==> config.mk <==
export PLATFORM = sky130hd
export DESIGN_NAME = adder_pattern_broadcaster
export DESIGN_NICKNAME = d
export VERILOG_FILES = /design/src/rtl/adder_pattern_broadcaster.sv
export SDC_FILE = /design/constraint.sdc
export NUM_CORES = 1
export LEC_CHECK = 0
export ABC_AREA = 1
export CAP_MARGIN = 25
export CELL_PAD_IN_SITES_DETAIL_PLACEMENT = 1
export CELL_PAD_IN_SITES_GLOBAL_PLACEMENT = 1
export CORE_ASPECT_RATIO = 0.75
export CORE_MARGIN = 3
export CORE_UTILIZATION = 45
export CTS_CLUSTER_DIAMETER = 40
export CTS_CLUSTER_SIZE = 25
export DETAILED_ROUTE_END_ITERATION = 16
export PLACE_DENSITY_LB_ADDON = 0.08
export SKIP_LAST_GASP = 1
export SYNTH_ARGS = -nofsm -noshare
export SYNTH_HDL_FRONTEND = slang
export SYNTH_SLANG_ARGS = --single-unit
==> constraint.sdc <==
create_clock -name clk -period 7.24 [get_ports clk]
set_input_delay 1.448 -clock clk [delete_from_list [all_inputs] [get_ports clk]]
set_output_delay 1.448 -clock clk [all_outputs]
set_load 0.01 [all_outputs]
==> src/rtl/adder_pattern_broadcaster.sv <==
// adder_pattern_broadcaster: registered operand/carry pattern source for a ripple-adder DFT harness
// Ports:
//   clk   - clock, all state updates on rising edge
//   rst   - asynchronous active-high reset
//   mode  - 00 broadcast, 01 serial load, 10 sweep, 11 hold (sampled in IDLE only)
//   start - level-sampled launch of LOAD or SWEEP from IDLE
//   pin_a - broadcast/serial data for a, also the carry-in source
//   pin_b - broadcast/serial data for b
//   a, b  - N-bit operands to the adder
//   cin   - carry-in to the adder
//   busy  - high while loading or sweeping
//   done  - one-cycle pulse when a load or sweep completes
module adder_pattern_broadcaster #(
    parameter int N = 16
) (
    input  logic         clk,
    input  logic         rst,
    input  logic [1:0]   mode,
    input  logic         start,
    input  logic         pin_a,
    input  logic         pin_b,
    output logic [N-1:0] a,
    output logic [N-1:0] b,
    output logic         cin,
    output logic         busy,
    output logic         done
);
    localparam int CW = $clog2(N + 1);
    localparam int VW = 2 * N + 1;
    typedef enum logic [1:0] {IDLE, LOAD, SWEEP} state_t;
    state_t state, state_n;
    logic [N-1:0] a_n, b_n, sh_a, sh_a_n, sh_b, sh_b_n, sel;
    logic cin_n, busy_n, done_n;
    logic [CW-1:0] cnt, cnt_n;
    logic [VW-1:0] vec_inc;
    // one-hot mask of the shadow bit written by the current serial sample
    assign sel = N'(1) << cnt;
    // sweep vector is {cin, b, a} with a's LSB as the counter LSB
    assign vec_inc = {cin, b, a} + VW'(1);
    always_ff @(posedge clk or posedge rst) begin
        if (rst) begin
            state <= IDLE;
            a     <= '0;
            b     <= '0;
            cin   <= 1'b0;
            busy  <= 1'b0;
            done  <= 1'b0;
            sh_a  <= '0;
            sh_b  <= '0;
            cnt   <= '0;
        end else begin
            state <= state_n;
            a     <= a_n;
            b     <= b_n;
            cin   <= cin_n;
            busy  <= busy_n;
            done  <= done_n;
            sh_a  <= sh_a_n;
            sh_b  <= sh_b_n;
            cnt   <= cnt_n;
        end
    end
    always_comb begin
        state_n = state;
        a_n     = a;
        b_n     = b;
        cin_n   = cin;
        busy_n  = busy;
        done_n  = 1'b0;
        sh_a_n  = sh_a;
        sh_b_n  = sh_b;
        cnt_n   = cnt;
        case (state)
            IDLE: begin
                if (mode == 2'b00) begin
                    a_n   = {N{pin_a}};
                    b_n   = {N{pin_b}};
                    cin_n = pin_a;
                end else if (start && mode == 2'b01) begin
                    state_n = LOAD;
                    busy_n  = 1'b1;
                    cnt_n   = '0;
                end else if (start && mode == 2'b10) begin
                    state_n = SWEEP;
                    busy_n  = 1'b1;
                    {cin_n, b_n, a_n} = '0;
                end
            end
            LOAD: begin
                // the shadows are applied in one edge so the adder never sees a partial pattern
                if (cnt == CW'(N)) begin
                    a_n     = sh_a;
                    b_n     = sh_b;
                    cin_n   = pin_a;
                    done_n  = 1'b1;
                    busy_n  = 1'b0;
                    cnt_n   = '0;
                    state_n = IDLE;
                end else begin
                    sh_a_n = pin_a ? (sh_a | sel) : (sh_a & ~sel);
                    sh_b_n = pin_b ? (sh_b | sel) : (sh_b & ~sel);
                    cnt_n  = cnt + CW'(1);
                end
            end
            SWEEP: begin
                {cin_n, b_n, a_n} = vec_inc;
                if (&vec_inc) begin
                    done_n  = 1'b1;
                    busy_n  = 1'b0;
                    state_n = IDLE;
                end
            end
            default: state_n = IDLE;
        endcase
    end
endmodule

==> results of run 1 <==
==> synth_stat cells (3+ instances only) <==
library cell and instances:
sky130_fd_sc_hd__ha_1 12, sky130_fd_sc_hd__clkbuf_1 15, sky130_fd_sc_hd__nand3_1 33, sky130_fd_sc_hd__dfrtp_1 74, sky130_fd_sc_hd__nand3_2 3, sky130_fd_sc_hd__nand4_1 4
sky130_fd_sc_hd__inv_1 65, sky130_fd_sc_hd__nor3_1 5, sky130_fd_sc_hd__a22o_1 4, sky130_fd_sc_hd__nor2_1 60, sky130_fd_sc_hd__nor2_2 10, sky130_fd_sc_hd__nor2_4 4
sky130_fd_sc_hd__o21ai_1 3, sky130_fd_sc_hd__a22oi_1 33, sky130_fd_sc_hd__o22ai_1 8, sky130_fd_sc_hd__o21ai_0 56, sky130_fd_sc_hd__inv_2 7, sky130_fd_sc_hd__nand2_2 5
sky130_fd_sc_hd__nand2_1 232, sky130_fd_sc_hd__xor2_1 5
==> worst reg2reg max path: stages, from the launching register on <==
cell and delay (ns):
sky130_fd_sc_hd__dfrtp_1 0.40, sky130_fd_sc_hd__inv_1 0.08, sky130_fd_sc_hd__ha_1 0.48, sky130_fd_sc_hd__inv_1 0.62
sky130_fd_sc_hd__nor2_1 0.21, sky130_fd_sc_hd__inv_2 0.14, sky130_fd_sc_hd__nand3_2 0.63, sky130_fd_sc_hd__a31oi_2 1.10
sky130_fd_sc_hd__a22oi_1 0.19
==> worst paths after layout <==
check	cells after the start	endpoint
worst max-delay path	7	a[6]
worst min-delay path	2	busy
worst max register to register	8	a[6]
worst min register to register	2	busy
max in group asynchronous	4	b[9]
min in group asynchronous	3	a[1]
==> cells in the final DEF, fill, tap and decap left out, types with 4 or more instances in the layout <==
cell / n
sky130_fd_sc_hd__nor3_1: 5
sky130_fd_sc_hd__inv_2: 8
sky130_fd_sc_hd__nand2_2: 5
sky130_fd_sc_hd__xor2_1: 5
sky130_fd_sc_hd__nor2_1: 60
sky130_fd_sc_hd__a22oi_1: 33
sky130_fd_sc_hd__ha_1: 12
sky130_fd_sc_hd__nand4_1: 4
sky130_fd_sc_hd__clkdlybuf4s50_1: 41
sky130_fd_sc_hd__o22ai_1: 8
sky130_fd_sc_hd__nor2_2: 10
sky130_fd_sc_hd__dfrtp_1: 74
sky130_fd_sc_hd__inv_1: 64
sky130_fd_sc_hd__nor2_4: 4
sky130_fd_sc_hd__nand2_1: 232
sky130_fd_sc_hd__o21ai_0: 56
sky130_fd_sc_hd__clkbuf_16: 9
sky130_fd_sc_hd__nand3_1: 33
sky130_fd_sc_hd__a22o_1: 4
==> layer usage <==
metal	track usage (%)	vias to the layer above	part of all wire (%)
met5	0	-	0
met4	9.032	0	2.5
met3	3.913	30	5.2
met2	45.64	139	45
met1	41.95	2340	47
li1	-	2197	-
==> cells by family (layout without fill, tap and decap cells) <==
group,after synthesis,count (layout),share of synthesized area [%]
AOI/OAI and AO/OA,112,112,15.03
xor gates and xnor gates,5,5,0.9413
and+or+nand+nor,363,363,33.43
DFF,74,74,39.81
buffers and inverters,92,133,7.558
adders and majority gates,12,12,3.227
==> per-stage QoR <==
step                      cells  cell area, um^2  total power, uW
final                       831             5510             2340
after CTS                   830             5483             2332
after floorplan             658             4652             1379
after detailed placement    814             5185             1873
after global placement      813             5157             1788
after global routing        831             5510             2504
==> where the power goes <==
part	switching, uW	total (uW)	internal, uW
Clock	176	453	277
Combinational	734	1180	447
Sequential	164	706	542
==> cell type report <==
type,count,share of cell area [%]
clock buffer,12,4.473
inverter,73,4.973
sequential,74,33.61
tap,132,2.997
timing repair buffer,44,8.583
clock inverter,4,0.9310
multi-input combinational,492,44.44
==> impl_summary.log, run 1 <==
INFO  metric status = complete, no violations
INFO  metric vdd_ir_drop_max = ~0.00017 V
INFO  metric worst_path_arrival_time = between 4 and 5 ns
INFO  metric max_cap_violations = 0
INFO  metric root_buffer = sky130_fd_sc_hd__clkbuf_16
INFO  metric critPathMaxStageDelay = about 1.1 ns
INFO  metric setup_repair_after_global_routing_missed_its_margin = no
INFO  metric post-cts-setup-buffers = 0
INFO  metric final-max-slew-violation-count = 0
INFO  metric numCtsBuffers = 9
INFO  metric post_synth_inst_count = around 660
INFO  metric cts.clk_slew.worst_paths = around 0.060 ns
INFO  metric synth.avg_cell_area = around 7.1 um^2
INFO  metric ctsLongestPathBuffers = 2
INFO  metric die_x = 123.4 um
INFO  metric finalCriticalPeriod = between 4 and 5 ns
INFO  metric cts_resized = 0
INFO  metric hold_viol = 0
INFO  metric post_route_cells_drive_above_1_share = 7.725%
INFO  metric final_nets = approximately 710
INFO  metric wire_length_of_the_first_global_routing_pass = about 26,000 um
INFO  metric cts.sink_count = between 70 and 80
INFO  metric yosys-top-cells-area = sky130_fd_sc_hd__dfrtp_1, sky130_fd_sc_hd__nand2_1, sky130_fd_sc_hd__o21ai_0, sky130_fd_sc_hd__a22oi_1, sky130_fd_sc_hd__inv_1
INFO  metric final_antenna_net_count = 0
INFO  metric hold_path_class = reg -> reg
INFO  metric detail_route.wl_per_cell = roughly 19 um
INFO  metric clk_latency = 0.34 ns
INFO  metric via_count = between 4k and 5k
INFO  metric detail_route.first_pass.iterations = 5
INFO  metric htree_depth = 3
INFO  metric setup_failing_eps_final = 0
INFO  metric netlist.top_cell.by_area = sky130_fd_sc_hd__dfrtp_1
INFO  metric preCtsSetupSlack = roughly 2.8 ns
INFO  metric synthArstFlopShare = between 90% and 100%
INFO  metric placement.io_buffers = slightly above 40
INFO  metric path_delay_family = compound AO/OA/AOI/OAI gates
INFO  metric timing.critical_path.to_type = flip-flop
INFO  metric ys_seq_elements = 74
INFO  metric rows = 31
INFO  metric max_freq = about 0.25 GHz
INFO  metric clock_tree_from_tritoncts = built
INFO  metric finalCoreUtilization = 55.93%
INFO  metric gp_routability_congestion = around 0.9
INFO  metric filler_cell_count = 1,274
INFO  metric initial_antenna_violation_count = 0
INFO  metric synthesis.yosys.warnings = 0
INFO  metric hpwl = about 12,000 um
INFO  metric die_area = about 0.012 mm^2
INFO  metric area_of_the_multi_input_gates = around 0.0024 mm^2
INFO  metric drt_wl_total = between 15,000 and 20,000 um
INFO  metric critPathRequiredTime = ~7.4 ns
INFO  metric synth_enable_flop_cells = 0
INFO  metric period_share = 56.31%
INFO  metric drt_iter0_markers = about 400
INFO  metric floorplan.initialDensity = between 40 and 50%
INFO  metric synth-seq-area-share = approximately two fifths
INFO  metric start_kind = primary input
INFO  metric timing_worst_slew_pin_value = between 1 and 1.5 ns
INFO  metric postSynthNetCount = ~680
INFO  metric core_area = between 0.009 and 0.01 mm^2
INFO  metric areaGrowthSynthToFinish = 18.45%
INFO  metric area.sequential = about 0.0019 mm^2
INFO  metric grt.overflow.total = 0
INFO  metric power_leakage = roughly 0.0025 uW
INFO  metric floorplan.io_pins = 42
INFO  metric cp_max_fo = 35
INFO  metric cp_num_buf_inv = 1
INFO  metric cp_common_cell = sky130_fd_sc_hd__nor2_1
INFO  metric via_count_of_the_first_global_routing_pass = a little under 5k
INFO  metric timing.slew.headroom = 30.45%
INFO  metric setup_ws_post_layout = about 3.2 ns
INFO  metric setup-tns-final = 0 ns
INFO  metric pin_count_of_the_biggest_net_entering_global_routing = between 70 and 80
INFO  metric die_h = 94.05 um
INFO  metric antenna-diode-count = 0
INFO  metric post-route-drc-count = 0
INFO  metric fin_hold_ws = roughly 0.48 ns
INFO  metric netlist_cell_types = 34
INFO  metric netlist_area = roughly 0.0047 mm^2
INFO  metric synth_ff_type = sky130_fd_sc_hd__dfrtp_1
INFO  metric crit_chain = clkdlybuf4s50_1 -> nor2_1 -> nor2_1 -> nand2_1 -> nand3_2 -> a31oi_2 -> a22oi_1
INFO  metric r2r_slack = between 3 and 4 ns
INFO  metric yosysTopAreaCellShare = between 30% and 40%
INFO  metric timing_worst_setup_path_type = in -> reg
INFO  metric hold_path_startpoint = busy
INFO  metric avgViaCountPerCell = 5.663
INFO  metric cellPowerDensity = between 400 and 500 mW/mm^2
INFO  metric startpoint = mode[0]
INFO  metric crit-reg2reg-launch = state[1]
INFO  metric worst_path_max_delay_cell = sky130_fd_sc_hd__a31oi_2
INFO  metric ctsHoldBuffers = 0
INFO  metric clock_skew = roughly 0.0084 ns
INFO  metric groute.usage.overall = 29.18%
No activity file was read; power rests on OpenSTA's default activity.
==> run 2, diff against run 1 <==
--- a/config.mk
+++ b/config.mk
@@ -11,7 +11,7 @@
 export CELL_PAD_IN_SITES_GLOBAL_PLACEMENT = 1
 export CORE_ASPECT_RATIO = 0.75
 export CORE_MARGIN = 3
-export CORE_UTILIZATION = 45
+export CORE_UTILIZATION = 38
 export CTS_CLUSTER_DIAMETER = 40
 export CTS_CLUSTER_SIZE = 25
 export DETAILED_ROUTE_END_ITERATION = 16
==> constraint.sdc (replaced) <==
create_clock -name clk -period 3.6 [get_ports clk]
set_input_delay 0.72 -clock clk [delete_from_list [all_inputs] [get_ports clk]]
set_output_delay 0.72 -clock clk [all_outputs]
set_load 0.01 [all_outputs]
==> run 2 against run 1 <==
Effect of this change:
- cell count rose by 4.0%
- critical path depth rose by 1
- clock-buffer cell count rose by 1
- combinational power rose by 100%
- via count fell by 0.81%
- design area rose by 0.93%
==> impl_summary.log, run 2 (synthesis results as in run 1) <==
INFO  metric areaGrowthSynthToFinish = 19.55%
INFO  metric wire_length_of_the_first_global_routing_pass = roughly 27,000 um
INFO  metric timing.slew.headroom = about two fifths
INFO  metric detail_route.wl_per_cell = 19.13 um
INFO  metric final_antenna_net_count = 0
INFO  metric status = complete, no violations
INFO  metric rows = 34
INFO  metric initial_antenna_violation_count = 1
INFO  metric hold_viol = 0
INFO  metric gr-usage-met3 = under 10%
INFO  metric met2_global_route_usage = 41.33%
INFO  metric max_freq = 0.3728 GHz
INFO  metric power = 4751 uW
INFO  metric cts_resized = 0
INFO  metric startpoint = state[1]
INFO  metric cellPowerDensity = roughly 850 mW/mm^2
INFO  metric final-max-slew-violation-count = 0
INFO  metric crit-reg2reg-launch = state[1]
INFO  metric mostFrequentLayoutCell = sky130_fd_sc_hd__nand2_1
INFO  metric clock_skew = about 0.0067 ns
INFO  metric cts.sink_count = 74
INFO  metric hold_path_startpoint = busy
INFO  metric gp_routability_congestion = about 0.87
INFO  metric cp_max_fo = 23
INFO  metric timing_worst_slew_pin_value = between 0.9 and 1 ns
INFO  metric timing.critical_path.to_type = flip-flop
INFO  metric cts.clk_slew.worst_paths = about 0.06 ns
INFO  metric floorplan.io_pins = 42
INFO  metric finalCriticalPeriod = 2.682 ns
INFO  metric most_used_cells_in_the_layout_excluding_fill_and_tap_cells = sky130_fd_sc_hd__nand2_1, sky130_fd_sc_hd__dfrtp_1, sky130_fd_sc_hd__inv_1
INFO  metric start_kind = flip-flop
INFO  metric post_route_cells_drive_above_1_share = under 10%
INFO  metric avgViaCountPerCell = 5.403
INFO  metric final_nets = slightly above 700
INFO  metric detail_route.first_pass.iterations = 5
INFO  metric root_buffer = sky130_fd_sc_hd__clkbuf_16
INFO  metric ctsHoldBuffers = 0
INFO  metric die_area = 0.01362 mm^2
INFO  metric hold_path_class = reg -> reg
INFO  metric setup-tns-final = 0 ns
INFO  metric grt.overflow.total = 0
INFO  metric timing_worst_setup_path_type = reg -> reg
INFO  metric post-cts-setup-buffers = 0
INFO  metric groute.usage.overall = 25.71%
INFO  metric antenna-diode-count = 0
INFO  metric vdd_ir_drop_max = just over 0.0006 V
INFO  metric htree_depth = 3
INFO  metric via_count_of_the_first_global_routing_pass = 4,854
INFO  metric setup_failing_eps_final = 0
INFO  metric period_share = between 70% and 80%
INFO  metric floorplan.initialDensity = between 30% and 40%
INFO  metric power_leakage = roughly 0.0025 uW
INFO  metric critPathRequiredTime = approximately 3.8 ns
INFO  metric ctsLongestPathBuffers = 2
INFO  metric setup_repair_after_global_routing_missed_its_margin = no
INFO  metric post-route-drc-count = 0
INFO  metric clk_latency = approximately 0.34 ns
INFO  metric core_area = between 0.01 and 0.015 mm^2
INFO  metric via_count = 4,668
INFO  metric numCtsBuffers = 9
INFO  metric die_h = 101.8 um
INFO  metric max_cap_violations = 0
INFO  metric drt_iter0_markers = between 200 and 300
INFO  metric grt_most_used_layer = met2
INFO  metric clock_tree_from_tritoncts = built
INFO  metric die_x = 133.8 um
INFO  metric drt_wl_total = ~17,000 um
INFO  metric setup_ws_post_layout = about 0.9 ns
INFO  metric worst_path_arrival_time = 2.89 ns
INFO  metric pin_count_of_the_biggest_net_entering_global_routing = 44
INFO  metric hpwl = 12,180 um
INFO  metric preCtsSetupSlack = just over 0.9 ns
INFO  metric globalRouteMet1Util = 36.76%
INFO  metric placement.io_buffers = around 40
==> run 2: cell types whose count changed in the layout (fill, tap and decap cells not counted), sizes merged <==
| cell | previous run | this run |
|---|---|---|
| buf | 3 | 6 |
| clkbuf | 12 | 13 |
| clkinv | 3 | 2 |
==> run 2: final cells by class <==
class                   count  area [um^2]
fillers                  1529         6222
multi-input cells         492         2449
well taps                 162        202.7
clock inverters             3        46.29
flip-flops and latches     74         1852
clock buffers              13        270.3
inverters                  73        274.0
repair buffers             47        467.9
==> run 2: metal layers <==
layer | share of wire (%) | vias to the layer above
li1 | - | 2217
met3 | 4.6 | 16
met5 | 0 | -
met2 | 46 | 104
met1 | 48 | 2331
met4 | 1.5 | 0
==> run 2: stage by stage <==
step | hold WS (ns) | util (%) | cell area (um^2) | std cells
floorplan | 0.4534 | - | 4652 | 658
global placement | 0.4693 | 44.51 | 5245 | 848
detailed placement | 0.4732 | 44.51 | 5245 | 848
CTS | 0.4883 | 47.20 | 5562 | 864
global route | 0.5187 | 47.20 | 5562 | 864
finish | 0.4779 | 47.20 | 5562 | 864
==> run 2: worst max-delay path, cell delays in order (launching register included) <==
cell and delay, ns:
sky130_fd_sc_hd__dfrtp_1 0.41, sky130_fd_sc_hd__inv_1 0.10, sky130_fd_sc_hd__ha_1 0.16, sky130_fd_sc_hd__buf_4 0.26
sky130_fd_sc_hd__inv_1 0.35, sky130_fd_sc_hd__nor3_1 0.75, sky130_fd_sc_hd__nand3_1 0.29, sky130_fd_sc_hd__nand2_1 0.14
sky130_fd_sc_hd__o21ai_0 0.09
==> run 2: path summary, 6_finish.rpt <==
kind                            slack, ns        end  depth (start not counted)
worst max-delay path                 0.92  flip-flop                          8
worst min register to register       0.48       busy                          2
max in group asynchronous            2.07      a[13]                          3
worst max register to register       0.92  flip-flop                          8
worst min-delay path                 0.48       busy                          2
min in group asynchronous            0.82  async pin                          2
==> run 2: report_power, final <==
| part | total, uW | internal [uW] | switching [uW] |
|---|---|---|---|
| clock | 968 | 596 | 372 |
| combinational | 2380 | 883 | 1490 |
| sequential | 1410 | 1090 | 319 |
| total | 4750 | 2570 | 2180 |
